$ cat src/rtl/mem_bus_arbiter_if.sv
// Avalon-MM link bundle: one master-to-slave connection with a 32-bit data path.
// The arbiter takes two of these as slave ports and drives one as a master port.
interface mem_bus_arbiter_if #(
    parameter int AW = 32
);
    logic [AW-1:0] address;
    logic          read;
    logic          write;
    logic [31:0]   writedata;
    logic [3:0]    byteenable;
    logic [31:0]   readdata;
    logic          waitrequest;

    modport master (
        output address, read, write, writedata, byteenable,
        input  readdata, waitrequest
    );

    modport slave (
        input  address, read, write, writedata, byteenable,
        output readdata, waitrequest
    );
endinterface

$ cat src/rtl/mem_bus_arbiter.sv
// Two-master round-robin arbiter onto one Avalon-MM slave (m0 = fetch, m1 = load/store),
// with a registered grant and a per-transfer watchdog that aborts hung slave transfers.
module mem_bus_arbiter #(
    parameter int TIMEOUT = 256,
    parameter int AW      = 32
) (
    input  logic                clk,
    input  logic                reset,
    mem_bus_arbiter_if.slave    m0,
    mem_bus_arbiter_if.slave    m1,
    mem_bus_arbiter_if.master   s,
    output logic                bus_error,
    output logic [1:0]          grant
);
    localparam int CW   = (TIMEOUT > 0) ? $clog2(TIMEOUT + 1) : 1;
    localparam int LAST = (TIMEOUT > 0) ? TIMEOUT - 1 : 0;

    typedef enum logic [1:0] {
        IDLE = 2'd0,
        OWN0 = 2'd1,
        OWN1 = 2'd2
    } state_e;

    state_e        state_q, state_d;
    logic          last_q, last_d;       // 0 = m0 served last, 1 = m1
    logic [CW-1:0] wait_cnt_q, wait_cnt_d;
    logic          bus_error_q, bus_error_d;

    logic          req0, req1;
    logic          own;
    logic [AW-1:0] o_addr;
    logic          o_rd, o_wr;
    logic [31:0]   o_wdata;
    logic [3:0]    o_be;
    logic          o_wait;
    logic [31:0]   o_rdata;
    logic          abort;

    assign req0 = m0.read | m0.write;
    assign req1 = m1.read | m1.write;

    // Owner-side view of whichever master holds the bus.
    always_comb begin
        own     = (state_q == OWN1);
        o_addr  = own ? m1.address    : m0.address;
        o_rd    = own ? m1.read       : m0.read;
        o_wr    = own ? m1.write      : m0.write;
        o_wdata = own ? m1.writedata  : m0.writedata;
        o_be    = own ? m1.byteenable : m0.byteenable;
        abort   = (TIMEOUT > 0) && s.waitrequest && (wait_cnt_q == CW'(LAST));
    end

    always_ff @(posedge clk or posedge reset) begin
        if (reset) begin
            state_q     <= IDLE;
            last_q      <= 1'b1;
            wait_cnt_q  <= '0;
            bus_error_q <= 1'b0;
        end else begin
            state_q     <= state_d;
            last_q      <= last_d;
            wait_cnt_q  <= wait_cnt_d;
            bus_error_q <= bus_error_d;
        end
    end

    always_comb begin
        state_d        = state_q;
        last_d         = last_q;
        wait_cnt_d     = wait_cnt_q;
        bus_error_d    = bus_error_q;
        s.address      = '0;
        s.read         = 1'b0;
        s.write        = 1'b0;
        s.writedata    = '0;
        s.byteenable   = '0;
        grant          = 2'b00;
        o_wait         = 1'b1;
        o_rdata        = '0;
        m0.waitrequest = 1'b1;
        m0.readdata    = '0;
        m1.waitrequest = 1'b1;
        m1.readdata    = '0;

        case (state_q)
            IDLE: begin
                wait_cnt_d = '0;
                if (req0 && req1)
                    state_d = last_q ? OWN0 : OWN1;
                else if (req0)
                    state_d = OWN0;
                else if (req1)
                    state_d = OWN1;
            end

            OWN0, OWN1: begin
                grant        = own ? 2'b10 : 2'b01;
                s.address    = o_addr;
                s.writedata  = o_wdata;
                s.byteenable = o_be;
                // A simultaneous read+write is treated as a write.
                s.write      = o_wr;
                s.read       = o_rd & ~o_wr;
                o_wait       = s.waitrequest;
                o_rdata      = s.readdata;

                if (!(o_rd | o_wr)) begin
                    // Master withdrew mid-transfer; fairness state is left alone.
                    state_d    = IDLE;
                    wait_cnt_d = '0;
                end else if (!s.waitrequest) begin
                    state_d    = IDLE;
                    last_d     = own;
                    wait_cnt_d = '0;
                end else if (abort) begin
                    s.read      = 1'b0;
                    s.write     = 1'b0;
                    o_wait      = 1'b0;
                    o_rdata     = '0;
                    bus_error_d = 1'b1;
                    state_d     = IDLE;
                    last_d      = own;
                    wait_cnt_d  = '0;
                end else if (wait_cnt_q != '1) begin
                    wait_cnt_d = wait_cnt_q + 1'b1;
                end

                if (own) begin
                    m1.waitrequest = o_wait;
                    m1.readdata    = o_rdata;
                end else begin
                    m0.waitrequest = o_wait;
                    m0.readdata    = o_rdata;
                end
            end

            default: state_d = IDLE;
        endcase
    end

    assign bus_error = bus_error_q;
endmodule

$ cat src/flat_wrapper.sv
// flat-port wrapper written by rule: the top's interface ports become plain ports
module mem_bus_arbiter_flat 
#(
    parameter int TIMEOUT = 256,
    parameter int AW      = 32
)
  (clk, reset, bus_error, grant, m0_address, m0_read, m0_write, m0_writedata, m0_byteenable, m0_readdata, m0_waitrequest, m1_address, m1_read, m1_write, m1_writedata, m1_byteenable, m1_readdata, m1_waitrequest, s_address, s_read, s_write, s_writedata, s_byteenable, s_readdata, s_waitrequest);
  mem_bus_arbiter_if #(.AW(AW)) m0_i ();
  mem_bus_arbiter_if #(.AW(AW)) m1_i ();
  mem_bus_arbiter_if #(.AW(AW)) s_i ();
  input  logic clk;
  input  logic reset;
  output logic bus_error;
  output logic [1:0] grant;
  input wire logic [$bits(m0_i.address)-1:0] m0_address;
  input wire logic [$bits(m0_i.read)-1:0] m0_read;
  input wire logic [$bits(m0_i.write)-1:0] m0_write;
  input wire logic [$bits(m0_i.writedata)-1:0] m0_writedata;
  input wire logic [$bits(m0_i.byteenable)-1:0] m0_byteenable;
  output wire logic [$bits(m0_i.readdata)-1:0] m0_readdata;
  output wire logic [$bits(m0_i.waitrequest)-1:0] m0_waitrequest;
  input wire logic [$bits(m1_i.address)-1:0] m1_address;
  input wire logic [$bits(m1_i.read)-1:0] m1_read;
  input wire logic [$bits(m1_i.write)-1:0] m1_write;
  input wire logic [$bits(m1_i.writedata)-1:0] m1_writedata;
  input wire logic [$bits(m1_i.byteenable)-1:0] m1_byteenable;
  output wire logic [$bits(m1_i.readdata)-1:0] m1_readdata;
  output wire logic [$bits(m1_i.waitrequest)-1:0] m1_waitrequest;
  output wire logic [$bits(s_i.address)-1:0] s_address;
  output wire logic [$bits(s_i.read)-1:0] s_read;
  output wire logic [$bits(s_i.write)-1:0] s_write;
  output wire logic [$bits(s_i.writedata)-1:0] s_writedata;
  output wire logic [$bits(s_i.byteenable)-1:0] s_byteenable;
  input wire logic [$bits(s_i.readdata)-1:0] s_readdata;
  input wire logic [$bits(s_i.waitrequest)-1:0] s_waitrequest;
  assign m0_i.address = m0_address;
  assign m0_i.read = m0_read;
  assign m0_i.write = m0_write;
  assign m0_i.writedata = m0_writedata;
  assign m0_i.byteenable = m0_byteenable;
  assign m0_readdata = m0_i.readdata;
  assign m0_waitrequest = m0_i.waitrequest;
  assign m1_i.address = m1_address;
  assign m1_i.read = m1_read;
  assign m1_i.write = m1_write;
  assign m1_i.writedata = m1_writedata;
  assign m1_i.byteenable = m1_byteenable;
  assign m1_readdata = m1_i.readdata;
  assign m1_waitrequest = m1_i.waitrequest;
  assign s_address = s_i.address;
  assign s_read = s_i.read;
  assign s_write = s_i.write;
  assign s_writedata = s_i.writedata;
  assign s_byteenable = s_i.byteenable;
  assign s_i.readdata = s_readdata;
  assign s_i.waitrequest = s_waitrequest;
  mem_bus_arbiter #(.TIMEOUT(TIMEOUT), .AW(AW)) u_core (.clk(clk), .reset(reset), .m0(m0_i), .m1(m1_i), .s(s_i), .bus_error(bus_error), .grant(grant));
endmodule
$ cat config.mk
export PLATFORM = sky130hd
export DESIGN_NAME = mem_bus_arbiter_flat
export DESIGN_NICKNAME = d
export VERILOG_FILES = /design/src/rtl/mem_bus_arbiter_if.sv /design/src/rtl/mem_bus_arbiter.sv /design/src/flat_wrapper.sv
export SDC_FILE = /design/constraint.sdc
export NUM_CORES = 1
export LEC_CHECK = 0
export BUFFER_PORTS_ARGS = -buffer_cell sky130_fd_sc_hd__buf_2
export CAP_MARGIN = 20
export CELL_PAD_IN_SITES_DETAIL_PLACEMENT = 0
export CELL_PAD_IN_SITES_GLOBAL_PLACEMENT = 1
export CORE_AREA = 2 2 123 125
export CTS_CLUSTER_DIAMETER = 30
export DETAILED_ROUTE_END_ITERATION = 8
export DIE_AREA = 0 0 125 127
export GPL_TIMING_DRIVEN = 0
export PLACE_DENSITY = 0.73
export SYNTH_ARGS = -nofsm -noshare
export SYNTH_HDL_FRONTEND = slang
export SYNTH_SLANG_ARGS = --single-unit
$ cat constraint.sdc
create_clock -name clk -period 2.5 [get_ports clk]
set_input_delay 0.25 -clock clk [delete_from_list [all_inputs] [get_ports clk]]
set_output_delay 0.25 -clock clk [all_outputs]
set_load 0.02 [all_outputs]
==> impl_metrics.tcl <==
set metrics [dict create \
    status "finished, final reports clean" \
    area_growth_pct 78.6 \
    grt_start_max_net_pins 14 \
    start_util 0.176 \
    ant_nets 0 \
    internal-power_w 0.00234 \
    coreArea_um2 14400 \
    drv_cap 0 \
    postCtsHoldBufs 0 \
    setup_viol 0 \
    wire_per_inst_um 14.9 \
    maxSlewViolCount 0 \
    cts_buffers 3 \
    die_area_um2 15900 \
    firstDrtPassIters 4 \
    rsz0062_at_grt "true" \
    finalCriticalPeriod_ps 2400 \
    synth_top_family_by_area "simple AND/OR/NAND/NOR gates" \
    drive_above_1_share 0.542 \
    async_flop_share 1.00 \
    syn_area_um2 2540 \
    clockBufferDepth 2 \
    fin_util 0.314 \
    p_comb_frac 0.889 \
    gp_congestion 0.801 \
    start_kind "register" \
    hold_class "primary input to async pin" \
    cts_tree "yes" \
    cts_sinks 13 \
    design_area_um2 4530 \
    synthMuxAreaShare 0.284 \
    power_frac_seq 0.053 \
    dp_slack_ps -41.9 \
    swShare 0.557 \
    fp-row-count 44 \
    power_switching_w 0.00293 \
    crit_path_top_delay_cell "dfrtp_1" \
    clock-root-buffer "clkbuf_16" \
    num_vias 3407 \
    grt_antenna_before_repair 1 \
    grt_overflow_total 0 \
    leakage_nw 2.55 \
    tns_ps 0 \
    vdd_drop_max_mv 0.439 \
    htreeDepth 1 \
    cp.required_ps 2250 \
    ys.warnings.count 0 \
    drtIter0Drc 57 \
    fin_ws_ps 102 \
    critical_path.top_delay_family "buffers and inverters" \
    grt_usage 0.138 \
    post-route-drc-count 0 \
    synth_ff_type "dfrtp_1" \
    grt_pass1_wl_um 17700 \
    power_density_nw_per_um2 1160 \
    fin_hold_ws_ps 29.5 \
    fp.dieW_um 125 \
    synthAdderAreaFrac 0.0296 \
    relSlewSlack 0.572 \
    clock_latency_ps 240 \
    path_cells "inv_1 > ha_1 > buf_2 > buf_4 > buf_4 > a32oi_1 > nor3b_2 > buf_2" \
    clkPwrFrac 0.057 \
    critical_path_class "register to output pin" \
    max_freq_mhz 417 \
    skew_ps 2.22 \
    synth-edff-count 0 \
    arrival_ps 2150 \
    routed_wl_um 12400 \
    hold_viol 0 \
    critPathMaxStageDelay_ps 390 \
    num_io_pins 314 \
    hpwl_um 10700 \
    cp-end-kind "output pin" \
    numPortBuffers 313 \
    worst_pin_slew_ps 641 \
    synth-simple-area-share 0.405 \
    syn_area_per_cell_um2 7.84 \
    die_h_um 127 \
    cp_max_fo 10 \
    syn_nets 505 \
    ys_seq_area_frac 0.129 \
    post-route-period-util 0.959 \
    nets 826 \
    ys_seq_elements 13 \
    synthXorXnorAreaFrac 0 \
    syn_inst 324 \
    clk_pin_slew_ps 40 \
    grt_pass1_vias 3232 \
    synth_compound_area_frac 0.0931 \
    vias_per_cell 4.11 \
    dpl-instance-area_um2 4340 \
    crit_buf_inv 5 \
    ys_types 43 \
]
[Yosys cell counts (3+ instances only)]
| cell | number | area (um2) |
|---|---|---|
| clkbuf_1 | 9 | 33.8 |
| a31oi_1 | 7 | 43.8 |
| buf_2 | 11 | 55.1 |
| and2_1 | 64 | 400 |
| nand4_1 | 3 | 18.8 |
| clkbuf_2 | 4 | 20.0 |
| mux2i_1 | 71 | 711 |
| dfrtp_1 | 12 | 300 |
| or3_1 | 3 | 18.8 |
| nor2_1 | 8 | 30.0 |
| inv_1 | 10 | 37.5 |
| ha_1 | 6 | 75.1 |
| nand2_1 | 9 | 33.8 |
| a21oi_1 | 6 | 30.0 |
| nor2b_1 | 69 | 432 |
[routing by layer]
metal / vias up / part of all wire / GRT usage
met3: 11 / 0.063 / 0.0251
met2: 142 / 0.48 / 0.238
li1: 1744 / - / -
met5: - / 0 / 0
met4: 0 / 0.011 / 0.0222
met1: 1510 / 0.44 / 0.183
[power by group through the flow]
stage          clock [W]  sequential, W  combinational (W)
2_1_floorplan          0       0.000275            0.00311
3_3_place_gp           0       0.000283            0.00462
3_5_place_dp           0       0.000284            0.00460
4_1_cts         0.000307       0.000280            0.00469
5_1_grt         0.000320       0.000287            0.00503
6_report        0.000303       0.000281            0.00469
[cell usage in the layout (no fill, tap or decap), types with 5 or more instances in the layout]
cell type    n
dfrtp_1     12
inv_1       10
a21oi_1      5
and2_1      64
nor2_1       8
nor2b_1     69
mux2i_1     71
buf_4       12
ha_1         5
a31oi_1      7
nand2_1      9
buf_2      314
clkbuf_1     8
[flip-flops by register name, indices dropped and copies added (netlist names)]
signal,cells
u_core.bus_error,1
u_core.state_q,2
u_core.last_q,1
u_core.wait_cnt_q,9
[kinds of logic (layout without fill, tap and decap cells)]
logic type      count (synthesis)  in the layout
simple gates                  166            166
mux                            72             72
buf+inv                        35            355
compound gates                 32             32
flops                          13             13
fa+ha+maj                       6              6
other cells                     0              1
[path summary, 6_finish.rpt]
| path | cells after the start | slack (ps) | to | from |
|---|---|---|---|---|
| setup / recovery | 8 | 100 | s_read | u_core.state_q[0] |
| setup reg to reg | 8 | 330 | u_core.wait_cnt_q[3] | u_core.state_q[0] |
| hold reg to reg | 1 | 460 | u_core.bus_error | u_core.bus_error |
| max in group asynchronous | 2 | 2120 | u_core.last_q | reset |
| min in group clk | 1 | 460 | u_core.bus_error | u_core.bus_error |
| hold / removal | 2 | 30 | u_core.bus_error | reset |
[what timing repair did]
item | CTS | global route
resized for setup | 13 | 25
endpoints found under the setup margin | 126 | 123
pin swaps | 2 | 3
buffers inserted | 2 | 1
[final cells by class]
cell class | instances | area, um2
Antenna cell | 1 | 2.50
Clock buffer | 4 | 78.8
Buffer | 25 | 166
Tap cell | 184 | 230
Timing Repair Buffer | 316 | 1590
Sequential cell | 13 | 327
Fill cell | 1580 | 9890
Inverter | 10 | 37.5
Multi-Input combinational cell | 276 | 2100
[per-stage QoR]
step / total power, W / cells
3_3_place_gp: 0.00490 / 821
4_1_cts: 0.00527 / 827
3_5_place_dp: 0.00489 / 821
2_1_floorplan: 0.00339 / 324
6_report: 0.00527 / 829
5_1_grt: 0.00564 / 828
Note: power is estimated with default switching activity, not from simulation.
